[src/rtl/rf_pkg.sv]
// rf_pkg: shared widths, arbiter state and aux entry type for the regfile write arbiter
package rf_pkg;
  localparam int RF_ADDR_W   = 5;
  localparam int RF_DATA_W   = 32;
  localparam int RF_NUM_REGS = 32;
  typedef enum logic {INIT, RUN} arb_state_t;
  typedef struct packed {
    logic                 live;
    logic [RF_ADDR_W-1:0] addr;
    logic [RF_DATA_W-1:0] data;
  } aux_entry_t;
endpackage

[src/rtl/rf_aux_fifo.sv]
// rf_aux_fifo: aux result buffer with push/pop/count and per-address kill of buffered entries
//   push_i/push_addr_i/push_data_i enqueue a live entry; pop_i drops the head
//   kill_en_i/kill_addr_i clear the live bit of entries already held with that address
//   head_*_o expose the oldest entry; count_o is occupancy
module rf_aux_fifo #(
  parameter int ADDR_W = 5,
  parameter int DATA_W = 32,
  parameter int DEPTH  = 2
) (
  input  logic                     clk,
  input  logic                     rst,
  input  logic                     push_i,
  input  logic [ADDR_W-1:0]        push_addr_i,
  input  logic [DATA_W-1:0]        push_data_i,
  input  logic                     pop_i,
  input  logic                     kill_en_i,
  input  logic [ADDR_W-1:0]        kill_addr_i,
  output logic                     head_live_o,
  output logic [ADDR_W-1:0]        head_addr_o,
  output logic [DATA_W-1:0]        head_data_o,
  output logic [$clog2(DEPTH):0]   count_o
);
  localparam int PW = $clog2(DEPTH);
  logic              live_q [DEPTH];
  logic [ADDR_W-1:0] addr_q [DEPTH];
  logic [DATA_W-1:0] data_q [DEPTH];
  logic [PW-1:0]     rd_q, wr_q;
  logic [PW:0]       cnt_q, cnt_d;
  assign cnt_d       = cnt_q + (PW+1)'(push_i) - (PW+1)'(pop_i);
  assign count_o     = cnt_q;
  assign head_live_o = live_q[rd_q];
  assign head_addr_o = addr_q[rd_q];
  assign head_data_o = data_q[rd_q];
  // Kill first so an entry pushed on the same edge (younger than the wb write) stays live.
  always_ff @(posedge clk) begin
    for (int i = 0; i < DEPTH; i++)
      if (kill_en_i && addr_q[i] == kill_addr_i) live_q[i] <= 1'b0;
    if (push_i) begin
      live_q[wr_q] <= 1'b1;
      addr_q[wr_q] <= push_addr_i;
      data_q[wr_q] <= push_data_i;
    end
  end
  always_ff @(posedge clk or negedge rst) begin
    if (!rst) begin
      rd_q  <= '0;
      wr_q  <= '0;
      cnt_q <= '0;
    end else begin
      if (push_i) wr_q <= wr_q + 1'b1;
      if (pop_i) rd_q <= rd_q + 1'b1;
      cnt_q <= cnt_d;
    end
  end
endmodule

[src/rtl/regfile_write_arbiter.sv]
// regfile_write_arbiter: shares the register-file write port between writeback and a buffered aux unit
//   wb_*      writeback request, always wins in RUN, zero-latency pass-through
//   aux_*     valid/ready handshake into rf_aux_fifo; aux_count is occupancy
//   init_busy high while the post-reset zero sweep runs
//   rf_*      drive WE3/A3/WD3 of the register file
//   rst       asynchronous active-low reset
//   Macro RFARB_CLEAR_ON_RESET_EN enables the INIT sweep; without it reset lands directly in RUN.
module regfile_write_arbiter import rf_pkg::*; #(
  parameter int ADDR_W    = RF_ADDR_W,
  parameter int DATA_W    = RF_DATA_W,
  parameter int NUM_REGS  = RF_NUM_REGS,
  parameter int BUF_DEPTH = 2
) (
  input  logic                       clk,
  input  logic                       rst,
  input  logic                       wb_we,
  input  logic [ADDR_W-1:0]          wb_addr,
  input  logic [DATA_W-1:0]          wb_data,
  input  logic                       aux_valid,
  output logic                       aux_ready,
  input  logic [ADDR_W-1:0]          aux_addr,
  input  logic [DATA_W-1:0]          aux_data,
  output logic                       init_busy,
  output logic [$clog2(BUF_DEPTH):0] aux_count,
  output logic                       rf_we,
  output logic [ADDR_W-1:0]          rf_addr,
  output logic [DATA_W-1:0]          rf_wdata
);
  localparam int CW = $clog2(BUF_DEPTH) + 1;
  if (NUM_REGS > 2**ADDR_W) $error("NUM_REGS exceeds address space");
  logic              run, wb_hit, pop, push, head_live;
  logic [ADDR_W-1:0] sweep_q, head_addr;
  logic [DATA_W-1:0] head_data;
`ifdef RFARB_CLEAR_ON_RESET_EN
  arb_state_t state_q;
  always_ff @(posedge clk or negedge rst) begin
    if (!rst) begin
      state_q <= INIT;
      sweep_q <= '0;
    end else if (state_q == INIT) begin
      sweep_q <= sweep_q + 1'b1;
      if (sweep_q == ADDR_W'(NUM_REGS - 1)) state_q <= RUN;
    end
  end
  assign run       = state_q == RUN;
  assign init_busy = !run;
`else
  assign sweep_q   = '0;
  assign run       = 1'b1;
  assign init_busy = 1'b0;
`endif
  assign wb_hit    = run && wb_we && wb_addr != '0;
  assign pop       = run && !wb_hit && aux_count != '0;
  // Ready looks only at registered occupancy: a full buffer never takes a same-cycle pass-through.
  assign aux_ready = rst && run && aux_count != CW'(BUF_DEPTH);
  // x0 results complete the handshake but are dropped instead of buffered.
  assign push      = aux_valid && aux_ready && aux_addr != '0;
  assign rf_we     = rst && (!run || wb_hit || (pop && head_live));
  assign rf_addr   = !run ? sweep_q : wb_hit ? wb_addr : pop ? head_addr : '0;
  assign rf_wdata  = !run ? '0 : wb_hit ? wb_data : pop ? head_data : '0;
  rf_aux_fifo #(.ADDR_W(ADDR_W), .DATA_W(DATA_W), .DEPTH(BUF_DEPTH)) u_fifo (
    .clk         (clk),
    .rst         (rst),
    .push_i      (push),
    .push_addr_i (aux_addr),
    .push_data_i (aux_data),
    .pop_i       (pop),
    .kill_en_i   (wb_hit),
    .kill_addr_i (wb_addr),
    .head_live_o (head_live),
    .head_addr_o (head_addr),
    .head_data_o (head_data),
    .count_o     (aux_count)
  );
endmodule

[config.mk]
export PLATFORM = sky130hd
export DESIGN_NAME = regfile_write_arbiter
export DESIGN_NICKNAME = d
export VERILOG_FILES = /design/src/rtl/rf_pkg.sv /design/src/rtl/rf_aux_fifo.sv /design/src/rtl/regfile_write_arbiter.sv
export SDC_FILE = /design/constraint.sdc
export NUM_CORES = 1
export LEC_CHECK = 0
export CORE_ASPECT_RATIO = 1.2
export CORE_MARGIN = 2
export CORE_UTILIZATION = 45
export CTS_CLUSTER_SIZE = 25
export DETAILED_ROUTE_END_ITERATION = 8
export MAX_ROUTING_LAYER = met4
export PLACE_DENSITY = 0.78
export REMOVE_ABC_BUFFERS = 1
export SYNTH_ARGS = -nofsm -noshare
export SYNTH_HDL_FRONTEND = slang
export SYNTH_SLANG_ARGS = --single-unit
[constraint.sdc]
create_clock -name clk -period 7.75 [get_ports clk]
set_input_delay 2.325 -clock clk [delete_from_list [all_inputs] [get_ports clk]]
set_output_delay 2.325 -clock clk [all_outputs]
set_load 0.02 [all_outputs]
==> flow_metrics.env <==
export IMPL_rsz0062_at_grt="no"
export IMPL_min_period_over_period=0.940
export IMPL_endpoint_kind="output port"
export IMPL_tightest_slew_ps=1210
export IMPL_min_period_ps=7290
export IMPL_slew_headroom=0.191
export IMPL_core_rowCount=36
export IMPL_layout_commonest_cell="clkdlybuf4s50_1"
export IMPL_antenna_found_initial=0
export IMPL_status="complete, no violations"
export IMPL_clock_path_buffers=2
export IMPL_gp_congestion=0.783
export IMPL_clk_latency_ps=340
export IMPL_start_util=0.459
export IMPL_via_per_inst=5.08
export IMPL_drtPass1Iterations=4
export IMPL_synth_warnings=0
export IMPL_setup_violations=0
export IMPL_io_pins=120
export IMPL_synth_cell_types=31
export IMPL_fin_util=0.636
export IMPL_htreeDepth=3
export IMPL_fin_setup_tns_ps=0
export IMPL_dp_cells=448
export IMPL_numCtsBuffers=9
export IMPL_num_nets_final=444
export IMPL_via_count=2359
export IMPL_cts_sinks=80
export IMPL_fmax_ghz=0.137
export IMPL_worst_ep_arrival_time_ps=4960
export IMPL_powerDensity_nw_per_um2=280
export IMPL_drc_errors=0
export IMPL_cts_setup_buffers=0
export IMPL_irDropWorstVdd_uv=303
export IMPL_diodes=0
export IMPL_cp_max_fo=62
export IMPL_cts_root_buffer="clkbuf_8"
export IMPL_synth_avg_cell_area_um2=14.9
export IMPL_grt_max_degree=63
export IMPL_grt_pass1_vias=2238
export IMPL_routed_wirelength_um=7010
export IMPL_slew_violations=0
export IMPL_die_h_um=103
export IMPL_grt_overflow=0
export IMPL_syn2layout_area_growth_pct=38.7
export IMPL_syn_cell_area_um2=3700
export IMPL_clkTransAtPathRegs_ps=70
export IMPL_grt_usage=0.164
export IMPL_ys_seq_area_frac=0.639
export IMPL_fp_dieArea_um2=8960
export IMPL_finalNonFillerCells=464
export IMPL_core_area_um2=8060
export IMPL_drive_above_1_share=0.144
export IMPL_clock_skew_ps=8.80
export IMPL_crit_type="primary input to output port"
export IMPL_critical_path_required_ps=5430
export IMPL_grt_pass1_wl_um=10700
export IMPL_critPathLaunchType="primary input"
export IMPL_finalHoldViolations=0
export IMPL_wl_per_cell_um=15.1
export IMPL_ant_nets=0
export IMPL_p_leak_nw=1.86
export IMPL_drv_cap=0
export IMPL_hold_class="register to register"
export IMPL_cts_resized=0
export IMPL_die_x_um=86.8
export IMPL_syn_inst=249
export IMPL_ys_ff_latch=80
export IMPL_dr_first_iter_drc_count=118
export IMPL_layout_common_cells="118 x clkdlybuf4s50_1, 74 x edfxtp_1, 38 x mux2i_1"
export IMPL_hold_buffers=0
export IMPL_dpl_hpwl_um=4730
export IMPL_numPortBuffers=118
export IMPL_cts_tree="yes"
## routing by layer
metal  vias to the layer above  track usage  wire length [um]
met1                      1111        0.190              2870
met5                         -            -                 0
met4                         0       0.0757               113
li1                       1168            -                 -
met2                        71        0.285              3780
met3                         9       0.0222               251
## per-stage QoR
stage / cell area, um^2 / worst slack, ps / hold slack, ps / power (mW)
floorplan: 3590 / 756 / 426 / 0.940
global placement: 4940 / 498 / 458 / 1.15
detailed placement: 4940 / 453 / 470 / 1.16
CTS: 5130 / 453 / 494 / 1.45
global route: 5130 / 318 / 511 / 1.52
finish: 5130 / 462 / 493 / 1.44
## registers in the layout, summed over array words and instances (netlist names)
register	flops
u_fifo.rd_q	1
u_fifo.data_q	64
u_fifo.count_o	2
u_fifo.addr_q	10
u_fifo.live_q	2
u_fifo.wr_q	1
## critical path, cell delays in order
cell,delay (ps)
clkdlybuf4s50_1,490
or4_1,560
o21a_4,440
buf_4,290
o31ai_2,210
clkdlybuf4s50_1,630
## logic make-up after synthesis
group	count (synthesis)	synth area share
AO/OA/AOI/OAI	42	0.122
multiplexers	38	0.103
other	1	0.00101
AND/OR/NAND/NOR	50	0.0592
flip-flops	80	0.639
adder cells (fa/ha/maj)	2	0.00676
buffers and inverters	22	0.0342
XOR/XNOR	14	0.0352
## power breakdown
part	leakage [nW]	switching, mW	internal [mW]	total [mW]
combinational	1.03	0.308	0.265	0.573
sequential	0.738	0.0270	0.543	0.570
clock	0.0909	0.144	0.148	0.292
total	1.86	0.479	0.957	1.44
## cell usage after synthesis
cell	count	area [um^2]
conb_1	1	3.75
o31ai_2	27	338
nor3b_1	1	7.51
dfxtp_1	2	40.0
mux2i_1	38	380
xnor2_2	1	16.3
o31ai_1	8	60.1
o21a_1	2	15.0
nand2_1	37	139
dfrtp_1	4	100
nor2_1	3	11.3
o21ai_0	1	5.00
or4_1	2	15.0
nor4b_1	1	8.76
xor2_1	7	61.3
clkbuf_1	7	26.3
buf_4	1	7.51
nand4_1	2	12.5
nor3_1	2	10.0
or2_4	1	8.76
buf_1	2	7.51
xnor2_1	6	52.6
inv_1	5	18.8
buf_2	2	10.0
a21o_1	1	7.51
edfxtp_1	74	2220
o21ai_2	2	17.5
a22o_1	1	8.76
and2_1	1	6.26
ha_1	2	25.0
buf_6	5	56.3
## area by class of cell
cell class                 count  area, um^2
clock buffer                   9         124
clock inverter                 7        70.1
fill                         625        2930
inverter                       5        18.8
multi-input combinational    147        1230
sequential                    80        2360
tap                           95         119
timing repair buffer         121        1200
## path summary, 6_finish.rpt
kind / from / endpoint / slack, ps / depth (start not counted)
setup / recovery: wb_addr[3] / rf_wdata[7] / 460 / 6
min in group asynchronous: rst / u_fifo.count_o[0] / 2220 / 1
max in group asynchronous: rst / u_fifo.rd_q / 5310 / 1
hold / removal: u_fifo.live_q[0] / u_fifo.live_q[0] / 490 / 1
setup reg to reg: u_fifo.count_o[0] / u_fifo.count_o[1] / 5150 / 8
hold reg to reg: u_fifo.live_q[0] / u_fifo.live_q[0] / 490 / 1
Note: power is estimated with default switching activity, not from simulation.
